$ cat src/rtl/crc_pkg.sv
// rtl/crc_pkg.sv - shared CRC-32 constants, scheduler state and job record
package crc_pkg;

  localparam logic [31:0] CRC32_POLY   = 32'hEDB88320;
  localparam logic [31:0] CRC32_INIT   = 32'hFFFFFFFF;
  localparam logic [31:0] CRC32_XOROUT = 32'hFFFFFFFF;

  // Wide enough for the largest supported requester count (8).
  localparam int JOB_ID_W = 3;

  typedef enum logic [1:0] {
    IDLE = 2'd0,
    RUN  = 2'd1,
    RESP = 2'd2
  } sched_state_t;

  typedef struct packed {
    logic [255:0]          data;
    logic [31:0]           exp_crc;
    logic                  check;
    logic [JOB_ID_W-1:0]   id;
  } job_t;

  // One reflected CRC-32 byte step, byte consumed LSB-first.
  function automatic logic [31:0] crc32_byte(input logic [31:0] crc, input logic [7:0] b);
    logic [31:0] c;
    c = crc ^ {24'h0, b};
    for (int k = 0; k < 8; k++) begin
      c = c[0] ? ((c >> 1) ^ CRC32_POLY) : (c >> 1);
    end
    return c;
  endfunction

endpackage

$ cat src/rtl/crc_job_sched_if.sv
// rtl/crc_job_sched_if.sv - requester and response handshake bundle
interface crc_job_sched_if #(
  parameter int NUM_REQ = 4
);
  localparam int ID_W = $clog2(NUM_REQ);

  logic [NUM_REQ-1:0]     req_valid;
  logic [NUM_REQ-1:0]     req_ready;
  logic [NUM_REQ*256-1:0] req_data;
  logic [NUM_REQ*32-1:0]  req_exp_crc;
  logic [NUM_REQ-1:0]     req_check;
  logic                   rsp_valid;
  logic                   rsp_ready;
  logic [ID_W-1:0]        rsp_id;
  logic [31:0]            rsp_crc;
  logic                   rsp_match;

  // Requesters plus response consumer.
  modport master (
    output req_valid, req_data, req_exp_crc, req_check, rsp_ready,
    input  req_ready, rsp_valid, rsp_id, rsp_crc, rsp_match
  );

  // The scheduler.
  modport slave (
    input  req_valid, req_data, req_exp_crc, req_check, rsp_ready,
    output req_ready, rsp_valid, rsp_id, rsp_crc, rsp_match
  );
endinterface

$ cat src/rtl/crc32_byte_engine.sv
// rtl/crc32_byte_engine.sv - byte-serial CRC-32 over a 32-byte block
module crc32_byte_engine
  import crc_pkg::*;
(
  input  logic         clk,
  input  logic         rst,
  input  logic         start,
  input  logic [255:0] data,
  output logic [31:0]  crc,
  output logic         done
);
  // data must stay stable while running; the scheduler feeds its latched job.
  logic        running_q;
  logic [4:0]  idx_q;
  logic [31:0] acc_q;
  logic [31:0] crc_q;
  logic        done_q;
  logic [7:0]  cur_byte;
  logic [31:0] acc_next;

  // Byte idx is taken from the top of the block downwards: ~idx == 31 - idx.
  assign cur_byte = data[{~idx_q, 3'b000} +: 8];
  assign acc_next = crc32_byte(acc_q, cur_byte);
  assign crc      = crc_q;
  assign done     = done_q;

  // One byte per cycle after start; final XOR applied on the last byte.
  always_ff @(posedge clk or posedge rst) begin
    if (rst) begin
      running_q <= 1'b0;
      idx_q     <= '0;
      acc_q     <= '0;
      crc_q     <= '0;
      done_q    <= 1'b0;
    end else begin
      done_q <= 1'b0;
      if (!running_q) begin
        if (start) begin
          running_q <= 1'b1;
          idx_q     <= '0;
          acc_q     <= CRC32_INIT;
        end
      end else begin
        acc_q <= acc_next;
        idx_q <= idx_q + 5'd1;
        if (idx_q == 5'd31) begin
          running_q <= 1'b0;
          done_q    <= 1'b1;
          crc_q     <= acc_next ^ CRC32_XOROUT;
        end
      end
    end
  end
endmodule

$ cat src/rtl/crc_job_sched.sv
// rtl/crc_job_sched.sv - round-robin arbiter sequencing jobs through one CRC engine
module crc_job_sched
  import crc_pkg::*;
#(
  parameter int NUM_REQ = 4
) (
  input  logic           clk,
  input  logic           rst,
  crc_job_sched_if.slave bus,
  output logic           busy,
  output logic [15:0]    job_cnt
);
  localparam int ID_W = $clog2(NUM_REQ);

  sched_state_t    state_q, state_d;
  logic [ID_W-1:0] rr_ptr_q, rr_ptr_d;
  job_t            job_q, job_d;
  logic            rsp_valid_q;
  logic [31:0]     rsp_crc_q;
  logic            rsp_match_q;
  logic [15:0]     job_cnt_q;
  logic [ID_W-1:0] win;
  logic            grant;
  logic            accept;
  logic            eng_done;
  logic [31:0]     eng_crc;

  // First valid at or after ptr; otherwise the lowest valid (wrap-around).
  function automatic logic [ID_W-1:0] rr_pick(input logic [NUM_REQ-1:0] v,
                                               input logic [ID_W-1:0] ptr);
    logic [ID_W-1:0] hi, lo;
    logic            hi_ok;
    hi    = '0;
    lo    = '0;
    hi_ok = 1'b0;
    for (int k = NUM_REQ - 1; k >= 0; k--) begin
      if (|(v & (NUM_REQ'(1) << k))) begin
        lo = ID_W'(k);
        if (ID_W'(k) >= ptr) begin
          hi    = ID_W'(k);
          hi_ok = 1'b1;
        end
      end
    end
    return hi_ok ? hi : lo;
  endfunction

  assign win           = rr_pick(bus.req_valid, rr_ptr_q);
  assign grant         = (state_q == IDLE) && (|bus.req_valid);
  assign accept        = rsp_valid_q && bus.rsp_ready;
  assign bus.req_ready = grant ? (NUM_REQ'(1) << win) : '0;
  assign bus.rsp_valid = rsp_valid_q;
  assign bus.rsp_id    = ID_W'(job_q.id);
  assign bus.rsp_crc   = rsp_crc_q;
  assign bus.rsp_match = rsp_match_q;
  assign busy          = (state_q != IDLE);
  assign job_cnt       = job_cnt_q;

  crc32_byte_engine u_engine (
    .clk   (clk),
    .rst   (rst),
    .start (grant),
    .data  (job_q.data),
    .crc   (eng_crc),
    .done  (eng_done)
  );

  // Next state, pointer advance and winner payload capture.
  always_comb begin
    state_d  = state_q;
    rr_ptr_d = rr_ptr_q;
    job_d    = job_q;
    case (state_q)
      IDLE: begin
        if (grant) begin
          job_d.data    = 256'(bus.req_data >> {win, 8'b0});
          job_d.exp_crc = 32'(bus.req_exp_crc >> {win, 5'b0});
          job_d.check   = |(bus.req_check & (NUM_REQ'(1) << win));
          job_d.id      = JOB_ID_W'(win);
          rr_ptr_d      = (win == ID_W'(NUM_REQ - 1)) ? '0 : win + ID_W'(1);
          state_d       = RUN;
        end
      end
      RUN:     if (eng_done) state_d = RESP;
      RESP:    if (accept)   state_d = IDLE;
      default: state_d = IDLE;
    endcase
  end

  // Scheduler state registers.
  always_ff @(posedge clk or posedge rst) begin
    if (rst) begin
      state_q  <= IDLE;
      rr_ptr_q <= '0;
      job_q    <= '0;
    end else begin
      state_q  <= state_d;
      rr_ptr_q <= rr_ptr_d;
      job_q    <= job_d;
    end
  end

  // Response capture on engine completion, release and count on acceptance.
  always_ff @(posedge clk or posedge rst) begin
    if (rst) begin
      rsp_valid_q <= 1'b0;
      rsp_crc_q   <= '0;
      rsp_match_q <= 1'b0;
      job_cnt_q   <= '0;
    end else if (state_q == RUN && eng_done) begin
      rsp_valid_q <= 1'b1;
      rsp_crc_q   <= eng_crc;
      rsp_match_q <= !job_q.check || (eng_crc == job_q.exp_crc);
    end else if (accept) begin
      rsp_valid_q <= 1'b0;
      job_cnt_q   <= job_cnt_q + 16'd1;
    end
  end
endmodule

$ cat src/flat_wrapper.sv
// flat-port wrapper written by rule: the top's interface ports become plain ports
module crc_job_sched_flat import crc_pkg::*;
#(
  parameter int NUM_REQ = 4
)
  (clk, rst, busy, job_cnt, bus_req_valid, bus_req_data, bus_req_exp_crc, bus_req_check, bus_rsp_ready, bus_req_ready, bus_rsp_valid, bus_rsp_id, bus_rsp_crc, bus_rsp_match);
  crc_job_sched_if #(.NUM_REQ(NUM_REQ)) bus_i ();
  input  logic clk;
  input  logic rst;
  output logic busy;
  output logic [15:0] job_cnt;
  input wire logic [$bits(bus_i.req_valid)-1:0] bus_req_valid;
  input wire logic [$bits(bus_i.req_data)-1:0] bus_req_data;
  input wire logic [$bits(bus_i.req_exp_crc)-1:0] bus_req_exp_crc;
  input wire logic [$bits(bus_i.req_check)-1:0] bus_req_check;
  input wire logic [$bits(bus_i.rsp_ready)-1:0] bus_rsp_ready;
  output wire logic [$bits(bus_i.req_ready)-1:0] bus_req_ready;
  output wire logic [$bits(bus_i.rsp_valid)-1:0] bus_rsp_valid;
  output wire logic [$bits(bus_i.rsp_id)-1:0] bus_rsp_id;
  output wire logic [$bits(bus_i.rsp_crc)-1:0] bus_rsp_crc;
  output wire logic [$bits(bus_i.rsp_match)-1:0] bus_rsp_match;
  assign bus_i.req_valid = bus_req_valid;
  assign bus_i.req_data = bus_req_data;
  assign bus_i.req_exp_crc = bus_req_exp_crc;
  assign bus_i.req_check = bus_req_check;
  assign bus_i.rsp_ready = bus_rsp_ready;
  assign bus_req_ready = bus_i.req_ready;
  assign bus_rsp_valid = bus_i.rsp_valid;
  assign bus_rsp_id = bus_i.rsp_id;
  assign bus_rsp_crc = bus_i.rsp_crc;
  assign bus_rsp_match = bus_i.rsp_match;
  crc_job_sched #(.NUM_REQ(NUM_REQ)) u_core (.clk(clk), .rst(rst), .bus(bus_i), .busy(busy), .job_cnt(job_cnt));
endmodule
$ cat config.mk
export PLATFORM = sky130hd
export DESIGN_NAME = crc_job_sched_flat
export DESIGN_NICKNAME = d
export VERILOG_FILES = /design/src/rtl/crc_pkg.sv /design/src/rtl/crc_job_sched_if.sv /design/src/rtl/crc32_byte_engine.sv /design/src/rtl/crc_job_sched.sv /design/src/flat_wrapper.sv
export SDC_FILE = /design/constraint.sdc
export NUM_CORES = 1
export LEC_CHECK = 0
export ABC_AREA = 1
export CAP_MARGIN = 15
export CORE_AREA = 2 2 475 477
export DETAILED_ROUTE_END_ITERATION = 7
export DIE_AREA = 0 0 477 479
export PLACE_DENSITY = 0.3
export SLEW_MARGIN = 30
export SYNTH_ARGS = -nofsm -noshare
export SYNTH_HDL_FRONTEND = slang
export SYNTH_SLANG_ARGS = --single-unit
export TNS_END_PERCENT = 1
$ cat constraint.sdc
create_clock -name clk -period 16.85 [get_ports clk]
set_input_delay 3.37 -clock clk [delete_from_list [all_inputs] [get_ports clk]]
set_output_delay 3.37 -clock clk [all_outputs]
set_load 0.01 [all_outputs]
==> results of run 1 <==
## final timing paths
kind | to | slack (ps) | depth (start not counted)
worst max register to register | u_core.job_q[240]$_DFFE_PP0P_ | 11690 | 14
worst min-delay path | u_core.job_cnt[15]$_DFFE_PP0P_ | 470 | 1
worst max-delay path | bus_req_ready[1] | 6850 | 11
max in group asynchronous | u_core.job_q[67]$_DFFE_PP0P_ | 10820 | 6
worst min register to register | u_core.job_cnt[15]$_DFFE_PP0P_ | 470 | 1
min in group asynchronous | u_core.job_q[244]$_DFFE_PP0P_ | 3190 | 2
## final cells by class
cell class                 count  area, um2  share of cell area (%)
antenna                       33       82.6                   0.183
clock buffer                  96       2010                    4.44
clock inverter                22        279                   0.617
inverter                     208        821                    1.82
multi-input combinational   3074      15100                    33.5
sequential                   416      10400                    23.0
tap                         2992       3740                    8.28
timing repair buffer        1269      12700                    28.1
## metal layers
layer	part of all wire [%]	vias to the layer above	global-route usage, %
met5	0.18	-	0
met4	1.8	62	4.32
met3	6.8	244	5.15
met2	46	1211	32.2
met1	45	16300	26.1
li1	-	15700	-
## power by group
group / switching [mW] / internal [mW]
clock: 0.618 / 0.879
combinational: 3.63 / 1.59
sequential: 0.423 / 1.49
## logic make-up (layout without fill, tap and decap cells)
| family | count (synthesis) | after routing |
|---|---|---|
| simple gates | 1922 | 1922 |
| fa+ha+maj | 7 | 7 |
| xor+xnor | 70 | 70 |
| compound gates | 1065 | 1065 |
| other cells | 0 | 33 |
| buf+inv | 534 | 1595 |
| flops | 416 | 416 |
| mux | 10 | 10 |
## sequential cells by signal, indices dropped and copies added (netlist names)
| signal | count |
|---|---|
| u_core.u_engine.acc_q | 32 |
| u_core.bus.rsp_match | 1 |
| u_core.u_engine.done | 1 |
| u_core.job_q | 289 |
| u_core.u_engine.idx_q | 5 |
| u_core.bus.rsp_valid | 1 |
| u_core.rr_ptr_q | 2 |
| u_core.job_cnt | 16 |
| u_core.u_engine.crc | 32 |
| u_core.bus.rsp_id | 2 |
| u_core.u_engine.running_q | 1 |
| u_core.bus.rsp_crc | 32 |
| u_core.state_q | 2 |
## Yosys cell counts (11+ instances only)
master,instances
sky130_fd_sc_hd__a21oi_1,30
sky130_fd_sc_hd__a31oi_1,132
sky130_fd_sc_hd__buf_1,18
sky130_fd_sc_hd__buf_2,26
sky130_fd_sc_hd__buf_4,14
sky130_fd_sc_hd__buf_6,11
sky130_fd_sc_hd__clkbuf_1,257
sky130_fd_sc_hd__dfrtp_1,416
sky130_fd_sc_hd__inv_1,195
sky130_fd_sc_hd__inv_2,11
sky130_fd_sc_hd__nand2_1,530
sky130_fd_sc_hd__nand2_2,25
sky130_fd_sc_hd__nand3_1,156
sky130_fd_sc_hd__nor2_1,1066
sky130_fd_sc_hd__nor3_1,50
sky130_fd_sc_hd__o211ai_1,125
sky130_fd_sc_hd__o21ai_0,587
sky130_fd_sc_hd__o21ai_1,19
sky130_fd_sc_hd__o221ai_1,158
sky130_fd_sc_hd__or2_2,69
sky130_fd_sc_hd__xor2_1,62
## through the flow
| stage | power, mW | cells |
|---|---|---|
| CTS | 8.90 | 8075 |
| global placement | 7.29 | 7955 |
| detailed placement | 7.32 | 7957 |
| floorplan | 4.81 | 4024 |
| global route | 9.44 | 8096 |
| finish | 8.64 | 8110 |
==> out/qor.json, run 1 <==
{
  "die": {
    "fp.dieH_um": 479,
    "num_rows": 174,
    "fp.dieArea_um2": 228000,
    "ioPinCount": 1220,
    "fp.coreArea_um2": 224000,
    "starting_density_of_the_core_pct": 12.4,
    "x_dimension_of_the_die_um": 477
  },
  "synth": {
    "synth-simple-area-share_pct": 28.2,
    "synthesis.area_um2": 27700,
    "synthCells": 4024,
    "yosysWarningCount": 0,
    "synth_xor_area_share_pct": 2.32,
    "netlist-cell-type-count": 44,
    "synth-edff-count": 0,
    "synth.mux.area_fraction_pct": 0.407,
    "synth_top_family_by_area": "simple AND/OR/NAND/NOR gates",
    "postSynthRegisterBits": 416,
    "netlist.area_leader.share_pct": 37.6,
    "dominantRegCellSynth": "sky130_fd_sc_hd__dfrtp_1",
    "syn_avg_cell_area_um2": 6.88,
    "synth_top_cells_by_area": "sky130_fd_sc_hd__dfrtp_1, sky130_fd_sc_hd__nor2_1, sky130_fd_sc_hd__o21ai_0, sky130_fd_sc_hd__nand2_1, sky130_fd_sc_hd__o221ai_1",
    "synthArstFlopShare_pct": 100,
    "synth_compound_gate_area_share_pct": 23.2,
    "synthDominantAreaCellType": "sky130_fd_sc_hd__dfrtp_1",
    "synth_seq_area_share_pct": 37.6,
    "yosys.area_share.adder_pct": 0.317,
    "postSynthNetCount": 5194
  },
  "timing": {
    "report.final.setup_viol": 0,
    "layout_worst_path_cycle_share_pct": 59.4,
    "relSlewSlack_pct": 31.8,
    "grt_setup_unrepaired": "false",
    "max_slew.worst_pin.slew_ps": 1020,
    "timing.clock.skew_ps": 44.8,
    "finalCriticalPeriod_ps": 10000,
    "tns_ps": 0,
    "post-route-worst-setup-slack_ps": 6850,
    "maxClockFrequency_mhz": 100,
    "timing.final.hold_violations": 0,
    "finalMaxSlewViolations": 0,
    "hold_ws_ps": 474
  },
  "finish": {
    "ratio_of_cells_with_drive_above_1_in_the_final_layout_pct": 5.92,
    "layout_common_cells": "sky130_fd_sc_hd__clkdlybuf4s50_1, sky130_fd_sc_hd__nor2_1, sky130_fd_sc_hd__o21ai_0, sky130_fd_sc_hd__nand2_1, sky130_fd_sc_hd__dfrtp_1",
    "design_area_um2": 45200,
    "final_common_cell": "sky130_fd_sc_hd__clkdlybuf4s50_1",
    "area_growth_syn_to_layout_pct": 63.4,
    "fin_util_pct": 20.2,
    "nNetsFinal": 6205,
    "nFillCells": 25400
  },
  "cts": {
    "postCtsSetupBuffers": 0,
    "ctsLongestPathBuffers": 3,
    "clk_pin_slew_worst_paths_ps": 60,
    "cts.sinks": 416,
    "clock_latency_ps": 700,
    "cts-buffers-inserted": 66,
    "postCtsHoldBufs": 0,
    "tritoncts": "built",
    "clock_tree.htree_level_count": 3,
    "postCtsResizedCells": 0,
    "root_buffer": "sky130_fd_sc_hd__clkbuf_16"
  },
  "setup_path": {
    "worstSetupEndpointType": "output pin",
    "worst_r2r_startpoint": "u_core.rr_ptr_q[0]$_DFFE_PP0P_",
    "critical_path_buf_inv_count": 5,
    "worst_ep_arrival_time_ps": 6630,
    "worst_path_max_delay_cell": "sky130_fd_sc_hd__clkdlybuf4s50_1",
    "path_cells": "clkdlybuf4s50_1 > inv_1 > o21ai_0 > a21oi_1 > nand2_1 > nand2_4 > inv_8 > ha_1 > inv_1 > nor2_1 > clkdlybuf4s50_1",
    "required_ps": 13480,
    "setup.worst_path.class": "in -> out",
    "critPathLaunchType": "input port",
    "worst_setup_path_startpoint": "bus_req_valid[1]",
    "crit_family": "buffers and inverters",
    "crit_fanout": 77,
    "timing.critical_path.slowest_cell_delay_ps": 580
  },
  "placed_design": {
    "detailedPlacementHpwl_mm": 180,
    "postPlaceCellArea_um2": 42800,
    "dp_worst_setup_slack_ps": 6780,
    "portBuffers": 1219,
    "gp_congestion": 0.866
  },
  "route": {
    "via_per_inst": 4.13,
    "drc": 0,
    "dr_total_vias": 33500,
    "drtPass1Iterations": 7,
    "route.final.wire_length_mm": 233,
    "antenna_violating_nets_post_route": 0,
    "detail_route.iter0.violations": 2127,
    "drt-wirelength-per-cell_um": 28.7
  },
  "power": {
    "cellLeakagePower_nw": 17.8,
    "irDropWorstVdd_mv": 0.0972,
    "power_density_normalized_to_cell_area_nw_per_um2": 191
  },
  "global_routing": {
    "antenna_found_initial": 108,
    "global_route_wire_length_before_repair_mm": 314,
    "grt_pass1_vias": 34700,
    "grt_overflow": 0,
    "global_route.usage.total_pct": 19.8,
    "largest_net_degree_at_the_start_of_global_routing": 149
  },
  "hold_path": {
    "holdCritPathClass": "reg -> reg",
    "hp-start": "u_core.job_cnt[15]$_DFFE_PP0P_"
  },
  "run_status": {
    "outcome": "finished clean"
  },
  "flow_run": {
    "number_of_max_cap_violations": 0
  }
}
No activity file was read; power rests on OpenSTA's default activity.
==> inputs of run 2 (changes only) <==
==> constraint.sdc (replaced) <==
create_clock -name clk -period 9.37 [get_ports clk]
set_input_delay 1.874 -clock clk [delete_from_list [all_inputs] [get_ports clk]]
set_output_delay 1.874 -clock clk [all_outputs]
set_load 0.01 [all_outputs]
==> run 2 against run 1 <==
Against the previous run: sequential power increased by 81%; utilization about the same; critical path depth unchanged; design area about the same; combinational power increased by 79%; cell count about the same; critical path type unchanged.
==> out/qor.json, run 2 (synthesized netlist as in run 1, its figures left out) <==
{
  "run_status": {
    "outcome": {"value": "finished clean", "change": "unchanged"}
  },
  "setup_path": {
    "worstSetupEndpointType": {"value": "output pin", "change": "unchanged"},
    "required": {"value": 7500, "unit": "ps", "change": "was 13,480 ps"},
    "crit_fanout": {"value": 89, "change": "was 77"},
    "worst_setup_path_startpoint": {"value": "bus_req_valid[1]", "change": "unchanged"},
    "worst_ep_arrival_time": {"value": 4950, "unit": "ps", "change": "was 6630 ps"},
    "worst_r2r_startpoint": {"value": "u_core.u_engine.idx_q[0]$_DFFE_PP0P_", "change": "was u_core.rr_ptr_q[0]$_DFFE_PP0P_"},
    "critPathLaunchType": {"value": "input port", "change": "unchanged"},
    "setup.worst_path.class": {"value": "in -> out", "change": "unchanged"}
  },
  "route": {
    "drt-wirelength-per-cell": {"value": 28.3, "unit": "um", "change": "was 28.7 um"},
    "detail_route.iter0.violations": {"value": 2086, "change": "was 2,127"},
    "dr_total_vias": {"value": 33100, "change": "was 33.5k"},
    "via_per_inst": {"value": 4.08, "change": "was 4.13"},
    "drtPass1Iterations": {"value": 5, "change": "was 7"},
    "antenna_violating_nets_post_route": {"value": 0, "change": "unchanged"},
    "drc": {"value": 0, "change": "unchanged"},
    "route.final.wire_length": {"value": 230, "unit": "mm", "change": "was 233 mm"}
  },
  "power": {
    "total_power": {"value": 15.5, "unit": "mW", "change": "was 8.64 mW"},
    "irDropWorstVdd": {"value": 0.176, "unit": "mV", "change": "was 0.0972 mV"},
    "power_density_normalized_to_cell_area": {"value": 343, "unit": "nW/um2", "change": "was 191 nW/um2"},
    "cellLeakagePower": {"value": 17.7, "unit": "nW", "change": "was 17.8 nW"}
  },
  "die": {
    "fp.coreArea": {"value": 224000, "unit": "um2", "change": "unchanged"},
    "x_dimension_of_the_die": {"value": 477, "unit": "um", "change": "unchanged"},
    "num_rows": {"value": 174, "change": "unchanged"},
    "fp.dieArea": {"value": 228000, "unit": "um2", "change": "unchanged"},
    "fp.dieH": {"value": 479, "unit": "um", "change": "unchanged"},
    "starting_density_of_the_core": {"value": 12.4, "unit": "%", "change": "unchanged"},
    "ioPinCount": {"value": 1220, "change": "unchanged"}
  },
  "global_routing": {
    "grt_overflow": {"value": 0, "change": "unchanged"},
    "antenna_found_initial": {"value": 106, "change": "was 108"},
    "global_route_wire_length_before_repair": {"value": 308, "unit": "mm", "change": "was 314 mm"},
    "use_met3": {"value": 5.35, "unit": "%", "change": "was 5.15%"},
    "grt_use_met1": {"value": 25.3, "unit": "%", "change": "was 26.1%"},
    "grt_pass1_vias": {"value": 34200, "change": "was 34.7k"},
    "largest_net_degree_at_the_start_of_global_routing": {"value": 188, "change": "was 149"},
    "globalRouteMet2Util": {"value": 31.9, "unit": "%", "change": "was 32.2%"},
    "grt_most_used_layer": {"value": "met2", "change": "unchanged"},
    "global_route.usage.total": {"value": 19.4, "unit": "%", "change": "was 19.8%"}
  },
  "cts": {
    "cts-buffers-inserted": {"value": 66, "change": "unchanged"},
    "cts.sinks": {"value": 416, "change": "unchanged"},
    "postCtsHoldBufs": {"value": 0, "change": "unchanged"},
    "tritoncts": {"value": "built", "change": "unchanged"},
    "clock_latency": {"value": 690, "unit": "ps", "change": "was 700 ps"},
    "ctsLongestPathBuffers": {"value": 3, "change": "unchanged"},
    "root_buffer": {"value": "sky130_fd_sc_hd__clkbuf_16", "change": "unchanged"},
    "clk_pin_slew_worst_paths": {"value": 60, "unit": "ps", "change": "about the same"},
    "postCtsResizedCells": {"value": 0, "change": "unchanged"},
    "postCtsSetupBuffers": {"value": 0, "change": "unchanged"},
    "clock_tree.htree_level_count": {"value": 3, "change": "unchanged"}
  },
  "finish": {
    "fin_cells": {"value": 8108, "change": "was 8,110"},
    "ratio_of_cells_with_drive_above_1_in_the_final_layout": {"value": 5.74, "unit": "%", "change": "was 5.92%"},
    "total_area_of_multi_input_combinational_cells": {"value": 15100, "unit": "um2", "change": "about the same"},
    "largest_reg_flops": {"value": 289, "change": "unchanged"},
    "layout_common_cells": {"value": "sky130_fd_sc_hd__clkdlybuf4s50_1, sky130_fd_sc_hd__nor2_1, sky130_fd_sc_hd__o21ai_0, sky130_fd_sc_hd__nand2_1, sky130_fd_sc_hd__dfrtp_1", "change": "unchanged"},
    "max_flop_register": {"value": "u_core.job_q", "change": "unchanged"},
    "nFillCells": {"value": 25400, "change": "about the same"},
    "final_common_cell": {"value": "sky130_fd_sc_hd__clkdlybuf4s50_1", "change": "unchanged"},
    "nNetsFinal": {"value": 6203, "change": "was 6,205"},
    "area_growth_syn_to_layout": {"value": 63.4, "unit": "%", "change": "about the same"},
    "layout.area.seq": {"value": 10400, "unit": "um2", "change": "unchanged"}
  },
  "timing": {
    "report.final.setup_viol": {"value": 0, "change": "unchanged"},
    "finalCriticalPeriod_ps": 6830,
    "grt_setup_unrepaired": {"value": "false", "change": "unchanged"},
    "post-route-worst-setup-slack": {"value": 2540, "unit": "ps", "change": "was 6850 ps"},
    "relSlewSlack": {"value": 16.9, "unit": "%", "change": "was 31.8%"},
    "timing.clock.skew": {"value": 36.7, "unit": "ps", "change": "was 44.8 ps"},
    "timing.final.hold_violations": {"value": 0, "change": "unchanged"},
    "tns": {"value": 0, "unit": "ps", "change": "unchanged"},
    "finalMaxSlewViolations": {"value": 0, "change": "unchanged"},
    "maxClockFrequency_mhz": 146,
    "layout_worst_path_cycle_share_pct": 72.9,
    "max_slew.worst_pin.slew": {"value": 1250, "unit": "ps", "change": "was 1020 ps"}
  },
  "placed_design": {
    "dpl.cell_count": {"value": 7957, "change": "unchanged"},
    "portBuffers": {"value": 1219, "change": "unchanged"},
    "detailedPlacementHpwl": {"value": 178, "unit": "mm", "change": "was 180 mm"},
    "dp_worst_setup_slack": {"value": 2530, "unit": "ps", "change": "was 6780 ps"},
    "gp_congestion": {"value": 0.875, "change": "was 0.866"}
  },
  "hold_path": {
    "holdCritPathClass": {"value": "reg -> reg", "change": "unchanged"},
    "hp-start": {"value": "u_core.job_cnt[15]$_DFFE_PP0P_", "change": "unchanged"}
  },
  "flow_run": {
    "number_of_max_cap_violations": {"value": 0, "change": "unchanged"}
  }
}
==> run 2: area by class of cell <==
| class | count | share of cell area [%] |
|---|---|---|
| diodes | 33 | 0.183 |
| clock buffers | 95 | 4.25 |
| multi-input cells | 3074 | 33.5 |
| well taps | 2992 | 8.28 |
| flip-flops and latches | 416 | 23.0 |
| inverters | 208 | 1.81 |
| repair buffers | 1267 | 28.1 |
| clock inverters | 23 | 0.830 |
==> run 2: path summary, 6_finish.rpt <==
check | end | slack [ps] | depth (start not counted)
setup / recovery | bus_req_ready[3] | 2540 | 11
hold / removal | u_core.job_cnt[15]$_DFFE_PP0P_ | 470 | 1
setup reg to reg | u_core.u_engine.acc_q[4]$_DFFE_PP0P_ | 4750 | 20
hold reg to reg | u_core.job_cnt[15]$_DFFE_PP0P_ | 470 | 1
max in group asynchronous | u_core.job_q[45]$_DFFE_PP0P_ | 5950 | 4
min in group asynchronous | u_core.job_q[221]$_DFFE_PP0P_ | 1530 | 2
==> run 2: report_power, final <==
part	switching, mW	internal, mW
clock	1.13	1.59
sequential	0.779	2.69
combinational	6.47	2.85
total	8.38	7.12
==> run 2: routing by layer <==
metal	vias to the layer above	part of all wire, %
li1	15700	-
met1	16000	45
met2	1154	46
met3	241	6.9
met4	64	1.5
met5	-	0.18
==> run 2: worst max-delay path: stages <==
cell	delay, ps
sky130_fd_sc_hd__clkdlybuf4s50_1	520
sky130_fd_sc_hd__inv_1	150
sky130_fd_sc_hd__o21ai_0	420
sky130_fd_sc_hd__a21oi_1	80
sky130_fd_sc_hd__nand2_1	120
sky130_fd_sc_hd__nand2_4	250
sky130_fd_sc_hd__inv_8	490
sky130_fd_sc_hd__ha_1	270
sky130_fd_sc_hd__inv_1	50
sky130_fd_sc_hd__nor2_1	110
sky130_fd_sc_hd__clkdlybuf4s50_1	560
==> run 2: stage by stage <==
stage                     util [%]  hold slack [ps]  area (um2)
after floorplan                  -              436       27700
after global placement        19.1              459       42800
after detailed placement      19.2              465       42800
after CTS                     20.2              473       45100
after global routing          20.2              493       45100
final                         20.2              469       45200
